--- src/rtl/apb_pkg.sv ---
// Shared definitions for the APB requester and the register-slave map it drives.
//   state_t   : requester FSM states
//   ADDR_*    : register addresses of the arithmetic slave (op / A / B)
//   OP_*      : op register encodings
//   cnt_width : bit width needed by the ACCESS wait-state counter
package apb_pkg;

    typedef enum logic [1:0] {
        IDLE   = 2'd0,
        SETUP  = 2'd1,
        ACCESS = 2'd2
    } state_t;

    localparam logic [1:0] ADDR_OP = 2'b00;
    localparam logic [1:0] ADDR_A  = 2'b01;
    localparam logic [1:0] ADDR_B  = 2'b10;

    localparam logic [31:0] OP_SUM = 32'd0;
    localparam logic [31:0] OP_SUB = 32'd1;

    // The counter only has to reach TIMEOUT-1, so clog2(TIMEOUT) bits suffice.
    function automatic int unsigned cnt_width(input int unsigned timeout);
        int unsigned w;
        w = (timeout < 2) ? 1 : $clog2(timeout);
        return w;
    endfunction

endpackage

--- src/rtl/apb_timeout_cnt.sv ---
// ACCESS wait-state counter for the APB requester.
// Ports:
//   pclk    in  clock
//   preset  in  asynchronous active-low reset
//   clear   in  reset count to 0 (takes priority over enable)
//   enable  in  one more ACCESS cycle with pready low
//   expire  out high on the edge where this wait cycle is the TIMEOUT-th one
// TIMEOUT = 0 disables expiry entirely.
module apb_timeout_cnt
    import apb_pkg::*;
#(
    parameter int unsigned TIMEOUT = 16
) (
    input  logic pclk,
    input  logic preset,
    input  logic clear,
    input  logic enable,
    output logic expire
);

    localparam int unsigned CNT_W = cnt_width(TIMEOUT);
    localparam logic [CNT_W-1:0] LAST = CNT_W'((TIMEOUT == 0) ? 0 : TIMEOUT - 1);

    logic [CNT_W-1:0] cnt_q, cnt_d;

    always_comb begin
        cnt_d = cnt_q;
        if (clear) begin
            cnt_d = '0;
        end else if (enable) begin
            cnt_d = cnt_q + CNT_W'(1);
        end
    end

    always_ff @(posedge pclk or negedge preset) begin
        if (!preset) begin
            cnt_q <= '0;
        end else begin
            cnt_q <= cnt_d;
        end
    end

    // cnt_q holds the number of earlier low-pready ACCESS edges, so matching
    // LAST means this edge is the TIMEOUT-th one.
    assign expire = (TIMEOUT != 0) && enable && (cnt_q == LAST);

endmodule

--- src/rtl/apb_master.sv ---
// APB requester: turns single-beat valid/ready commands into APB SETUP/ACCESS
// transfers and returns a one-cycle response strobe.
// Ports:
//   pclk, preset            clock, asynchronous active-low reset
//   cmd_valid / cmd_ready   command handshake (ready only in IDLE)
//   cmd_write/addr/wdata    command payload
//   rsp_valid               one-cycle completion strobe
//   rsp_rdata               read data (0 for writes and timeouts)
//   rsp_timeout             transfer aborted because pready never came
//   psel/penable/pwrite/paddr/pwdata  registered APB request
//   prdata/pready           APB completer response
module apb_master
    import apb_pkg::*;
#(
    parameter int unsigned ADDR_W  = 2,
    parameter int unsigned DATA_W  = 32,
    parameter int unsigned TIMEOUT = 16
) (
    input  logic              pclk,
    input  logic              preset,
    input  logic              cmd_valid,
    output logic              cmd_ready,
    input  logic              cmd_write,
    input  logic [ADDR_W-1:0] cmd_addr,
    input  logic [DATA_W-1:0] cmd_wdata,
    output logic              rsp_valid,
    output logic [DATA_W-1:0] rsp_rdata,
    output logic              rsp_timeout,
    output logic              psel,
    output logic              penable,
    output logic              pwrite,
    output logic [ADDR_W-1:0] paddr,
    output logic [DATA_W-1:0] pwdata,
    input  logic [DATA_W-1:0] prdata,
    input  logic              pready
);

    state_t              state_q, state_d;
    logic                psel_q, psel_d;
    logic                penable_q, penable_d;
    logic                pwrite_q, pwrite_d;
    logic [ADDR_W-1:0]   paddr_q, paddr_d;
    logic [DATA_W-1:0]   pwdata_q, pwdata_d;
    logic                rsp_valid_q, rsp_valid_d;
    logic                rsp_timeout_q, rsp_timeout_d;
    logic [DATA_W-1:0]   rsp_rdata_q, rsp_rdata_d;

    logic cnt_clear;
    logic cnt_enable;
    logic cnt_expire;

    assign cnt_clear  = (state_q == SETUP);
    assign cnt_enable = (state_q == ACCESS) && !pready;

    apb_timeout_cnt #(
        .TIMEOUT (TIMEOUT)
    ) u_timeout_cnt (
        .pclk   (pclk),
        .preset (preset),
        .clear  (cnt_clear),
        .enable (cnt_enable),
        .expire (cnt_expire)
    );

    always_comb begin
        state_d       = state_q;
        psel_d        = psel_q;
        penable_d     = penable_q;
        pwrite_d      = pwrite_q;
        paddr_d       = paddr_q;
        pwdata_d      = pwdata_q;
        rsp_valid_d   = 1'b0;
        rsp_timeout_d = rsp_timeout_q;
        rsp_rdata_d   = rsp_rdata_q;

        unique case (state_q)
            IDLE: begin
                psel_d    = 1'b0;
                penable_d = 1'b0;
                if (cmd_valid) begin
                    pwrite_d  = cmd_write;
                    paddr_d   = cmd_addr;
                    pwdata_d  = cmd_write ? cmd_wdata : '0;
                    psel_d    = 1'b1;
                    penable_d = 1'b0;
                    state_d   = SETUP;
                end
            end
            SETUP: begin
                // pready is not looked at until the ACCESS phase.
                penable_d = 1'b1;
                state_d   = ACCESS;
            end
            ACCESS: begin
                // pready takes priority over expiry on the same edge.
                if (pready) begin
                    psel_d        = 1'b0;
                    penable_d     = 1'b0;
                    rsp_valid_d   = 1'b1;
                    rsp_timeout_d = 1'b0;
                    rsp_rdata_d   = pwrite_q ? '0 : prdata;
                    state_d       = IDLE;
                end else if (cnt_expire) begin
                    psel_d        = 1'b0;
                    penable_d     = 1'b0;
                    rsp_valid_d   = 1'b1;
                    rsp_timeout_d = 1'b1;
                    rsp_rdata_d   = '0;
                    state_d       = IDLE;
                end
            end
            default: begin
                psel_d    = 1'b0;
                penable_d = 1'b0;
                state_d   = IDLE;
            end
        endcase
    end

    always_ff @(posedge pclk or negedge preset) begin
        if (!preset) begin
            state_q       <= IDLE;
            psel_q        <= 1'b0;
            penable_q     <= 1'b0;
            pwrite_q      <= 1'b0;
            paddr_q       <= '0;
            pwdata_q      <= '0;
            rsp_valid_q   <= 1'b0;
            rsp_timeout_q <= 1'b0;
            rsp_rdata_q   <= '0;
        end else begin
            state_q       <= state_d;
            psel_q        <= psel_d;
            penable_q     <= penable_d;
            pwrite_q      <= pwrite_d;
            paddr_q       <= paddr_d;
            pwdata_q      <= pwdata_d;
            rsp_valid_q   <= rsp_valid_d;
            rsp_timeout_q <= rsp_timeout_d;
            rsp_rdata_q   <= rsp_rdata_d;
        end
    end

    assign cmd_ready   = (state_q == IDLE);
    assign psel        = psel_q;
    assign penable     = penable_q;
    assign pwrite      = pwrite_q;
    assign paddr       = paddr_q;
    assign pwdata      = pwdata_q;
    assign rsp_valid   = rsp_valid_q;
    assign rsp_timeout = rsp_timeout_q;
    assign rsp_rdata   = rsp_rdata_q;

endmodule

--- config.mk ---
export PLATFORM = sky130hd
export DESIGN_NAME = apb_master
export DESIGN_NICKNAME = d
export VERILOG_FILES = /design/src/rtl/apb_pkg.sv /design/src/rtl/apb_timeout_cnt.sv /design/src/rtl/apb_master.sv
export SDC_FILE = /design/constraint.sdc
export NUM_CORES = 1
export LEC_CHECK = 0
export ABC_AREA = 1
export ABC_CLOCK_PERIOD_IN_PS = 3100
export CAP_MARGIN = 20
export CORE_MARGIN = 3
export CORE_UTILIZATION = 44
export DETAILED_ROUTE_END_ITERATION = 6
export PLACE_DENSITY = 0.94
export SYNTH_ARGS = -nofsm -noshare
export SYNTH_HDL_FRONTEND = slang
export SYNTH_HIERARCHICAL = 1
export SYNTH_SLANG_ARGS = --single-unit
--- constraint.sdc ---
create_clock -name pclk -period 3.1 [get_ports pclk]
set_input_delay 0.62 -clock pclk [delete_from_list [all_inputs] [get_ports pclk]]
set_output_delay 0.62 -clock pclk [all_outputs]
set_load 0.005 [all_outputs]
==> results of run 1 <==
kinds of logic (layout without fill, tap and decap cells):
| family | Yosys count | after routing |
|---|---|---|
| buffers and inverters | 26 | 171 |
| AOI/OAI and AO/OA | 4 | 4 |
| DFF | 77 | 77 |
| adders and majority gates | 1 | 1 |
| and+or+nand+nor | 231 | 231 |
layout make-up:
type	instances	area, um^2
repair buffers	145	1441
clock inverters	3	90.09
fillers	485	1800
flip-flops and latches	77	1927
clock buffers	13	168.9
multi-input cells	236	985.9
well taps	93	116.4
inverters	10	37.54
state kept, by name, indices dropped and copies added, names as in the netlist:
| signal | cells |
|---|---|
| pwdata | 32 |
| rsp_rdata | 32 |
| u_timeout_cnt/cnt_q | 4 |
| paddr | 2 |
| state_q | 2 |
| penable | 1 |
| psel | 1 |
| pwrite | 1 |
| rsp_timeout | 1 |
| rsp_valid | 1 |
critical path: stages:
cell,delay (ns)
clkdlybuf4s50_1,0.45
nor2_1,0.28
and3_2,0.23
and2_1,0.13
nor2_2,0.06
nor2_4,0.11
buf_4,0.32
nand3_1,0.14
nand2_1,0.09
layout by cell type (no fill, tap or decap):
cell	instances
nand2_2	1
dfrtp_1	77
nor3_1	1
nor2_2	4
nand3_1	35
inv_2	1
nor2_1	7
clkbuf_8	12
buf_4	4
bufinv_16	3
a21oi_1	3
inv_1	9
clkbuf_1	1
nand2_1	178
clkdlybuf4s50_1	141
o21ai_0	1
and2_1	1
nor2_4	3
and3_2	1
ha_1	1
stage by stage:
step	hold WS, ns	total power, mW	instance area [um^2]
6_report	0.4338	4.353	4767
5_1_grt	0.5058	4.630	4767
4_1_cts	0.4642	4.393	4767
3_5_place_dp	0.4643	3.432	4508
3_3_place_gp	0.4562	3.359	4508
2_1_floorplan	0.3244	2.353	3090
power groups by stage:
stage | sequential (mW) | clock (mW) | combinational [mW]
3_5_place_dp | 1.71 | 0 | 1.72
2_1_floorplan | 1.72 | 0 | 0.633
4_1_cts | 1.71 | 0.960 | 1.73
5_1_grt | 1.76 | 1.00 | 1.87
6_report | 1.70 | 0.946 | 1.70
3_3_place_gp | 1.70 | 0 | 1.66
layer usage:
layer,wire length [um],part of all wire,GRT usage
met5,0,0,0
met4,141,0.018,0.07024
met3,732,0.091,0.06260
met2,3931,0.49,0.3352
met1,3244,0.40,0.2474
worst paths after layout:
| check | slack [ns] | to | cells after the start | from |
|---|---|---|---|---|
| max | 0.92 | rsp_rdata[16] | 9 | pready |
| min | 0.43 | rsp_rdata[6] | 1 | preset |
| max reg2reg | 1.06 | rsp_rdata[16] | 10 | state_q[0] |
| min reg2reg | 0.48 | psel | 2 | psel |
| max in group asynchronous | 2.06 | pwdata[12] | 1 | preset |
| min in group pclk | 0.48 | psel | 2 | psel |
==> summary.txt, run 1 <==
Status
  • Status: finished, final reports clean

Pwr
  • P_int: approximately 3.0 mW
  • Leakage power: about 2.4 nW
  • Comb power frac: 0.391
  • Power density cells: around 900 mW/mm^2
  • Seq pwr share: 0.392
  • Maximum VDD drop: between 400 and 500 uV
  • Sw frac: 0.3016
  • Switch Pwr: about 1.3 mW
  • Clock power share: 0.217

Worst setup path
  • Element type at the critical path start: primary input
  • WS Path Type: primary input to register
  • Crit Path Max Fanout: 34
  • Worst Setup End Kind: register
  • Arrival @ worst endpoint: roughly 2.4 ns
  • Critical Path RT: around 3.4 ns

Timing
  • Worst rel slew slack: 0.3680
  • Final Critical Period: roughly 2.2 ns
  • Period utilization: 0.7017
  • Fmax: between 400 and 500 MHz
  • Worst Tran Pin Value: 0.9480 ns
  • Clock skew: 0.007975 ns
  • Fin Setup TNS: 0 ns
  • RSZ-0062 raised after global routing: no
  • Slew Viols, Final: 0
  • Final worst slack: just over 0.9 ns
  • Final-report setup violation count: 0
  • Final hold violation count: 0

Synthesis
  • Count leader, synth: nand2_1
  • Cell variety after synth: 18
  • Most used flip-flop cell after synthesis: dfrtp_1
  • Simple-gate area share of the yosys netlist: 0.3085
  • Adder-Cell Fraction of Synth Area: 0.004049
  • Post-synth top cells: nand2_1 (178), dfrtp_1 (77), nand3_1 (35), inv_1 (9), buf_6 (8)
  • Avg Cell Area, Syn: 9.116 um^2
  • Async S/R FF share, synth: 1.000
  • Yosys reg bits: between 70 and 80
  • Netlist Area Pre-Place: 0.003090 mm^2
  • Register area share after synthesis: 0.6235
  • Syn nets: between 400 and 500
  • Synth Area in Compound Gates: 0.006478
  • Gate Count Post-Synth: ~340
  • Dominant cell type by area after synthesis: dfrtp_1
  • Post-synthesis xor/xnor area fraction: 0
  • Top cells by area, synth: dfrtp_1 (62%), nand2_1 (22%), nand3_1 (5.7%)
  • Largest family of logic cells by synthesized area: simple AND/OR/NAND/NOR gates
  • Synth Warn #: 6
  • Number of synthesized flops with an enable pin: 0
  • Mux share of post-synthesis cell area: 0
  • Synth top area share: 0.6235

Floorplanning
  • Die Y: approximately 90 um
  • Core area: roughly 0.0066 mm^2
  • Total Die Area: slightly above 0.008 mm^2
  • # IOs: approximately 140
  • Starting Density: 0.4706
  • Rows: 29
  • Die width: approximately 90 um

GRT
  • First-pass GRT wire length: about 13,000 um
  • Total grt overflow: 0
  • Pin count of the biggest net entering global routing: 78
  • Total track usage: 0.2008
  • Vias in the first global route: roughly 2.8k
  • Initial antenna violation count: 0

Place
  • Placed insts: 561
  • Hpwl dp: approximately 5800 um
  • Worst slack at placement: about 0.6 ns
  • PortBufs: between 100 and 150
  • GPL Wtd Cong: between 0.7 and 0.8

Clock network
  • CTS tree: done
  • # Post-CTS Setup Buffers: 0
  • Sink Count: 77
  • Clock latency on the worst-skew pair: around 0.33 ns
  • H-tree depth: 3
  • Total CTS buffers: 9
  • Hold_buf cts: 0
  • Longest Clk Path Bufs: 2
  • Root Buffer: clkbuf_8
  • Clk pin slew, worst setup/hold paths: ~0.070 ns
  • Post-CTS sizing: 0

Routing
  • ANT nets after route: 0
  • Via-to-Cell Ratio: 4.823
  • Via count: 2,783
  • DR pass1 iterations: 5
  • Routed len/inst: approximately 14 um
  • Routed wire length: 8050 um
  • Initial DRC count: between 150 and 200
  • DRC: 0

Worst hold path
  • Hold Crit Class: primary input to asynchronous set/reset pin

Layout
  • Post-Layout Cell Count: between 500 and 600
  • Synthesis-to-finish area growth: 54.25%
  • Layout cell share with drive strength beyond 1: 0.05992
  • Util after Layout: 0.7259
  • NumNets Final: 551
  • Diode count: 0

Flow run
  • Max Cap Violations: 0
Power figures use the tool's default switching activity.
==> inputs of run 2 (changes only) <==
--- a/config.mk
+++ b/config.mk
@@ -6,12 +6,12 @@
 export NUM_CORES = 1
 export LEC_CHECK = 0
 export ABC_AREA = 1
-export ABC_CLOCK_PERIOD_IN_PS = 3100
+export ABC_CLOCK_PERIOD_IN_PS = 2300
 export CAP_MARGIN = 20
 export CORE_MARGIN = 3
-export CORE_UTILIZATION = 44
+export CORE_UTILIZATION = 41
 export DETAILED_ROUTE_END_ITERATION = 6
-export PLACE_DENSITY = 0.94
+export PLACE_DENSITY = 0.89
 export SYNTH_ARGS = -nofsm -noshare
 export SYNTH_HDL_FRONTEND = slang
 export SYNTH_HIERARCHICAL = 1
==> constraint.sdc (replaced) <==
create_clock -name pclk -period 2.3 [get_ports pclk]
set_input_delay 0.46 -clock pclk [delete_from_list [all_inputs] [get_ports pclk]]
set_output_delay 0.46 -clock pclk [all_outputs]
set_load 0.005 [all_outputs]
==> summary.txt, run 2 (same netlist as run 1, synthesis figures left out) <==
Status
  • Status: finished, final reports clean

Routing
  • Via-to-Cell Ratio: 4.812 (-0.24%)
  • DRC: 0 (unchanged)
  • Routed len/inst: 14.27 um (+2.3%)
  • ANT nets after route: 0 (unchanged)
  • Routed wire length: 8405 um (+4.4%)
  • Initial DRC count: 96 (-43%)
  • Via count: 2,834 (+1.8%)
  • DR pass1 iterations: 4 (-1)

Timing
  • Clock skew: 0.01052 ns (+0.002542 ns)
  • Final-report setup violation count: 0 (unchanged)
  • Final hold violation count: 0 (unchanged)
  • RSZ-0062 raised after global routing: no
  • Final Critical Period: about 2.1 ns
  • Final worst slack: 0.1836 ns (-0.7410 ns)
  • Period utilization: 0.9202
  • Fmax: about 470 MHz
  • Slew Viols, Final: 0 (unchanged)
  • Worst rel slew slack: 0.5256 (+0.1576)
  • Worst Tran Pin Value: 0.7109 ns (-0.2372 ns)

Floorplanning
  • Total Die Area: 0.008616 mm^2 (+6.8%)
  • Die width: 92.82 um (+3.4%)
  • Core area: 0.007292 mm^2 (+11%)
  • Rows: 31 (+6.9%)
  • Die Y: 92.82 um (+3.4%)
  • # IOs: 143 (unchanged)
  • Starting Density: 0.4238 (-0.04675)

Pwr
  • Leakage power: 2.405 nW (+0.76%)
  • Power density cells: 1203 mW/mm^2 (+32%)
  • Total power: 5.784 mW (+33%)
  • Maximum VDD drop: 567.1 uV (+31%)

Clock network
  • Sink Count: 77 (unchanged)
  • Total CTS buffers: 9 (unchanged)
  • Clk pin slew, worst setup/hold paths: 0.08 ns (about the same)
  • Root Buffer: clkbuf_8
  • Clock latency on the worst-skew pair: 0.34 ns (about the same)
  • CTS tree: done
  • H-tree depth: 3 (unchanged)
  • Longest Clk Path Bufs: 2 (unchanged)
  • Hold_buf cts: 0 (unchanged)

GRT
  • Initial antenna violation count: 0 (unchanged)
  • Met2 GRT Util: 0.3305 (-0.004679)
  • Pin count of the biggest net entering global routing: 41 (-47%)
  • Total track usage: 0.1951 (-0.005692)
  • Met1 Use GR: 0.2331 (-0.01424)
  • Total grt overflow: 0 (unchanged)
  • Grt peak-use layer: met2
  • Vias in the first global route: 2,888 (+4.9%)
  • First-pass GRT wire length: 13,330 um (+1.3%)
  • Met3 Use GR: 0.05361 (-0.008989)

Layout
  • Commonest cells after routing, fill and taps aside: nand2_1 (178), clkdlybuf4s50_1 (141), dfrtp_1 (77), nand3_1 (35), clkbuf_8 (10)
  • Most common cell after layout, fill and taps aside: nand2_1
  • NumNets Final: 557 (+1.1%)
  • Synthesis-to-finish area growth: 55.59%
  • Util after Layout: 0.6594 (-0.06645)
  • Layout cell share with drive strength beyond 1: 0.07347 (+0.01355)
  • Diode count: 0 (unchanged)

Worst hold path
  • Hold Crit Class: primary input to asynchronous set/reset pin

Worst setup path
  • CP max stage cell: dfrtp_1
  • Critical Path RT: 2.53 ns (-0.84 ns)
  • Slowest stage delay, CP: 0.43 ns (-0.02 ns)
  • Crit Path Max Fanout: 32 (-5.9%)
  • Arrival @ worst endpoint: 2.35 ns (-0.09 ns)
  • Ordered cell list for the critical path: inv_1 -> nand2_1 -> nor2_1 -> and3_2 -> and2_1 -> nor2_2 -> nor2_4 -> inv_2 -> buf_12 -> nand2_1 -> nand2_1
  • Top cell by count, worst path: nand2_1
  • WS Path Type: register to register
  • Worst Setup End Kind: register
  • Element type at the critical path start: register

Flow run
  • Max Cap Violations: 0 (unchanged)

Place
  • Hpwl dp: 6172 um (+6.8%)
  • Worst slack at placement: -0.2474 ns (-0.8353 ns)
  • PortBufs: 142 (unchanged)
  • GPL Wtd Cong: 0.7919 (+2.9%)
run 2: changes by cell type in the layout (fill, tap and decap cells not counted), moves of 2 or more:
cell / previous run / this run
buf_4: 4 / 7
clkinv_2: 0 / 2
buf_12: 0 / 2
clkbuf_8: 12 / 10
run 2: cell type report:
type | count | area [um^2]
multi-input combinational | 237 | 992.2
clock inverter | 6 | 86.33
inverter | 10 | 37.54
fill | 594 | 2484
clock buffer | 10 | 137.6
timing repair buffer | 150 | 1504
tap | 99 | 123.9
sequential | 77 | 1927
run 2: final timing paths:
| kind | from | to | slack, ns | cells after the start |
|---|---|---|---|---|
| max reg2reg | state_q[0] | rsp_rdata[11] | 0.18 | 11 |
| max in group asynchronous | preset | rsp_rdata[19] | 1.62 | 2 |
| min in group pclk | rsp_rdata[25] | rsp_rdata[25] | 0.48 | 2 |
| min | preset | rsp_rdata[15] | 0.08 | 1 |
| min reg2reg | rsp_rdata[25] | rsp_rdata[25] | 0.48 | 2 |
| max | state_q[0] | rsp_rdata[11] | 0.18 | 11 |
run 2: what timing repair did:
action,4_1_cts,5_1_grt
setup endpoints to repair,0,32
resized for setup,0,0
setup buffers,0,0
run 2: per-layer routing:
| layer | wire (um) | share of wire |
|---|---|---|
| met5 | 0 | 0 |
| met4 | 151 | 0.018 |
| met3 | 739 | 0.088 |
| met2 | 4233 | 0.50 |
| met1 | 3282 | 0.39 |
run 2: per-stage QoR:
step           hold slack (ns)  TNS [ns]  instance area, um^2  cells
5_1_grt                 0.1017         0                 4808    589
6_report               0.07503         0                 4808    589
2_1_floorplan           0.1644         0                 3090    339
4_1_cts                0.09266         0                 4802    588
3_5_place_dp            0.4644    -6.892                 4578    572
3_3_place_gp            0.4528    -4.811                 4578    572
run 2: critical path: cells and delay by family, from the launching register on:
kind                   cells  cell delay [ns]
buffers and inverters      3             0.34
flip-flops                 1             0.43
AND/OR/NAND/NOR            8             1.24
run 2: power by group:
part | total [mW] | switching (mW) | internal, mW | leakage [nW]
Clock | 1.12 | 0.486 | 0.639 | 0.112
Combinational | 2.36 | 0.987 | 1.38 | 1.28
Sequential | 2.30 | 0.358 | 1.94 | 1.01
Total | 5.78 | 1.83 | 3.95 | 2.40
==> RTL edit 1, RTL diff (settings of run 2) <==
`DATA_W`: 32 -> 64.
--- a/src/rtl/apb_master.sv
+++ b/src/rtl/apb_master.sv
@@ -13,7 +13,7 @@
     import apb_pkg::*;
 #(
     parameter int unsigned ADDR_W  = 2,
-    parameter int unsigned DATA_W  = 32,
+    parameter int unsigned DATA_W  = 64,
     parameter int unsigned TIMEOUT = 16
 ) (
     input  logic              pclk,
Ports: changed (resized cmd_wdata, prdata, pwdata and rsp_rdata); port bits go from 143 to 271. No check against the original RTL was run, so the function may have changed too.
==> RTL edit 1 against run 2 <==
- the run now ends with negative hold slack left
- fmax rose by 3.3%
- sequential cell count rose by 64
- worst setup slack improved by 67 ps
- first-iteration DRC count rose to 3.5 times the old value
- routed wire length rose by 95%
- critical path depth fell by 1
- utilization rose by 4.4 points
- design area rose by 88%
- die area rose by 72%
- area after synthesis rose by 78%
- clock power rose to 2.7 times the old value
- total power rose by 100%
- critical path type unchanged
- critical endpoint is now rsp_rdata[26]$_DFFE_PN0P_
==> RTL edit 1: results (changes against run 2) <==
[clock_network]
clk_latency_ps = 420  ; +80 ps
cts.htree.levels = 4  ; +1
clk_pin_slew_worst_paths_ps = 60  ; -20 ps

[detailed_routing]
route.detailed.vias_per_inst = 4.77  ; -0.91%
wl_per_cell_um = 15.4  ; +7.7%
drt_iter0_drc = 339  ; +250%
wl_met3_um = 2120  ; +190%

[global_route]
first_global_vias = 5147  ; +78%
grt_pass1_wl_um = 26000  ; +95%

[placement]
dp_hpwl_um = 11300  ; +84%
postPlaceCellArea_um2 = 8410  ; +84%
place_inst = 1032  ; +80%
gp_congestion = 0.786  ; -0.80%
numPortBuffers = 270  ; +90%
place_ws_ps = -133  ; +114 ps

[status]
violations = negative hold slack
outcome = finished, violations left

[finish]
fin_cells = 1064  ; +81%
drive_gt1_share_pct = 6.05  ; -1.3 points

[logic_synthesis]
synth_cells = 611  ; +80%
syn_nets = 747  ; +82%
yosys-top-cells-count = 338 x nand2_1, 141 x dfrtp_1, 67 x nand3_1
synth_cell_types = 20  ; +2
synth-seq-area-share_pct = 64.2  ; +1.8 points
synthAdderAreaFrac_pct = 0.228  ; -0.18 points

[worst_setup_path]
reg2regPathDepth = 10  ; -1
cp_data_arrival_time_ps = 2400  ; +50 ps
critPathMaxFanout = 41  ; +28%

[power]
combPwrFrac_pct = 38.1  ; -2.7 points
p_clk_mw = 2.97  ; +170%
ir_drop_uv = 770  ; +36%
p_sw_share_pct = 30.6  ; -1.0 points

[sta]
whs_ps = -0.297  ; -75.3 ps
final_hold_viol_count = 1  ; +1
fin_crit_sh_pct = 89.1  ; -2.9 points

==> RTL edit 1: worst min path at each step <==
stage | to | slack (ps) | depth (start not counted)
global placement | rsp_rdata[51]$_DFFE_PN0P_ | 450 | 1
CTS | rsp_rdata[51]$_DFFE_PN0P_ | 0.1 | 1
finish | rsp_rdata[51]$_DFFE_PN0P_ | -0.3 | 1
detailed placement | rsp_rdata[51]$_DFFE_PN0P_ | 450 | 1
floorplan | paddr[0]$_DFFE_PN0P_ | 160 | 0
global route | rsp_rdata[51]$_DFFE_PN0P_ | 20 | 1
==> RTL edit 1: metal layers <==
metal  vias to the layer above  GRT usage [%]
li1                       2428              -
met1                      2375           26.3
met2                       250           36.7
met3                        20           11.1
met4                         0           6.58
met5                         -              0
==> RTL edit 1: final cells by class <==
class	instances	area, um2
well taps	172	215
clock inverters	12	180
flip-flops and latches	141	3530
fillers	904	3820
multi-input cells	428	1760
inverters	10	37.5
repair buffers	281	2870
clock buffers	20	467
==> RTL edit 2, RTL diff (settings of run 2) <==
Made on the original files. Encoding of `state_t`: now one-hot (3 bits for 3 states).
--- a/src/rtl/apb_pkg.sv
+++ b/src/rtl/apb_pkg.sv
@@ -5,10 +5,10 @@
 //   cnt_width : bit width needed by the ACCESS wait-state counter
 package apb_pkg;
 
-    typedef enum logic [1:0] {
-        IDLE   = 2'd0,
-        SETUP  = 2'd1,
-        ACCESS = 2'd2
+    typedef enum logic [2:0] {
+        IDLE   = 3'b001,
+        SETUP  = 3'b010,
+        ACCESS = 3'b100
     } state_t;
 
     localparam logic [1:0] ADDR_OP = 2'b00;
Check against the original RTL: no difference found for any inputs over 10 cycles, from zero or initial values and one cycle with preset low; not proved beyond that.
==> RTL edit 2 against run 2 <==
- total power is 1.8% higher
- routed wire length increased by 5.1%
- count of clock-buffer cells in the layout fell by 1
- worst setup slack gained 36 ps
- register-to-register slack better by 150 ps
- design area is 10% higher
- sequential cell count increased by 1
- area after synthesis increased by 18%
- largest cell class unchanged
==> RTL edit 2: results (changes against run 2) <==
[status]
outcome = completed

[global_route]
track_usage_pct = 18.2  ; -1.3 points
grt_pass1_wl_um = 14800  ; +11%
first_global_vias = 3277  ; +13%

[logic_synthesis]
synthAdderAreaFrac_pct = 0.344  ; -0.060 points
synth_compound_area_share_pct = 0.551  ; -0.097 points
synth_area_leaders = dfrtp_1 53%, nand2_1 24%, inv_1 7.3%, nor2_1 3.8%, buf_6 3.7%
synth-seq-area-share_pct = 53.8  ; -8.6 points
syn_nets = 546  ; +33%
synth_cell_types = 22  ; +4

[power]
ir_drop_uv = 572  ; +0.86%
total_power_mw = 5.89  ; +1.8%
p_leak_nw = 2.97  ; +23%

[detailed_routing]
route.detailed.vias_per_inst = 4.55  ; -5.4%
drt_iter0_drc = 128  ; +33%
drt_wl_total_um = 8840  ; +5.1%

[worst_setup_path]
critPathMaxFanout = 3  ; -91%
cp_data_arrival_time_ps = 1620  ; -730 ps

[placement]
dp_hpwl_um = 6580  ; +6.7%
place_ws_ps = 47.9  ; +295 ps

[finish]
nFillCells = 743  ; +25%
nets = 685  ; +23%

[clock_network]
root_buffer = clkbuf_8
clk_latency_ps = 340  ; about the same

[sta]
clock_skew_ps = 11.0  ; +0.522 ps

## RTL edit 2: metrics by stage
stage               utilization, %  area [um2]  std cells  hold slack, ps
finish                        63.1        5310        723            76.6
CTS                           63.1        5310        723            82.8
floorplan                        -        3630        474             164
global route                  63.1        5310        723             105
global placement              60.4        5090        707             456
detailed placement            60.4        5090        707             459
## RTL edit 2: power breakdown
group          switching, mW  internal [mW]  leakage, nW
logic                  0.982           1.41         1.83
registers              0.385           1.98         1.03
clock network          0.511          0.615        0.106
## RTL edit 2: path summary, 6_finish.rpt
path                                         start                         to  slack (ps)  cells after the start
max                         state_q[0]$_DFFE_PN1P_                  cmd_ready         220                      3
min                                         preset  rsp_rdata[18]$_DFFE_PN0P_          80                      1
max reg2reg                 state_q[0]$_DFFE_PN1P_   rsp_rdata[7]$_DFFE_PN0P_         330                     10
min reg2reg                rsp_timeout$_DFFE_PN0P_    rsp_timeout$_DFFE_PN0P_         480                      2
max in group asynchronous                   preset     pwdata[14]$_DFFE_PN0P_        1640                      2
min in group pclk          rsp_timeout$_DFFE_PN0P_    rsp_timeout$_DFFE_PN0P_         480                      2
## RTL edit 2: cell type report
class                   instances  area [um2]  share of cell area (%)
flip-flops and latches         78        1950                    36.8
clock buffers                   9         124                    2.33
clock inverters                 7        97.6                    1.84
inverters                      74         280                    5.28
well taps                     105         131                    2.47
multi-input cells             302        1220                    23.1
repair buffers                148        1500                    28.3
## RTL edit 2: worst max-delay path: stages (launching register included)
cell and delay, ps:
dfstp_2 560, nand2_2 90, nor2_2 120, clkdlybuf4s50_1 520
## RTL edit 2: cell families after synthesis
group	after synthesis
simple gates	297
buf+inv	94
flops	78
fa+ha+maj	1
compound gates	4
## RTL edit 2: routing by layer
metal	wire, um	global-route usage, %	part of all wire (%)
met3	796	5.28	9.0
met4	95	5.18	1.1
met5	0	0	0
met1	3720	22.7	42
met2	4230	30.7	48
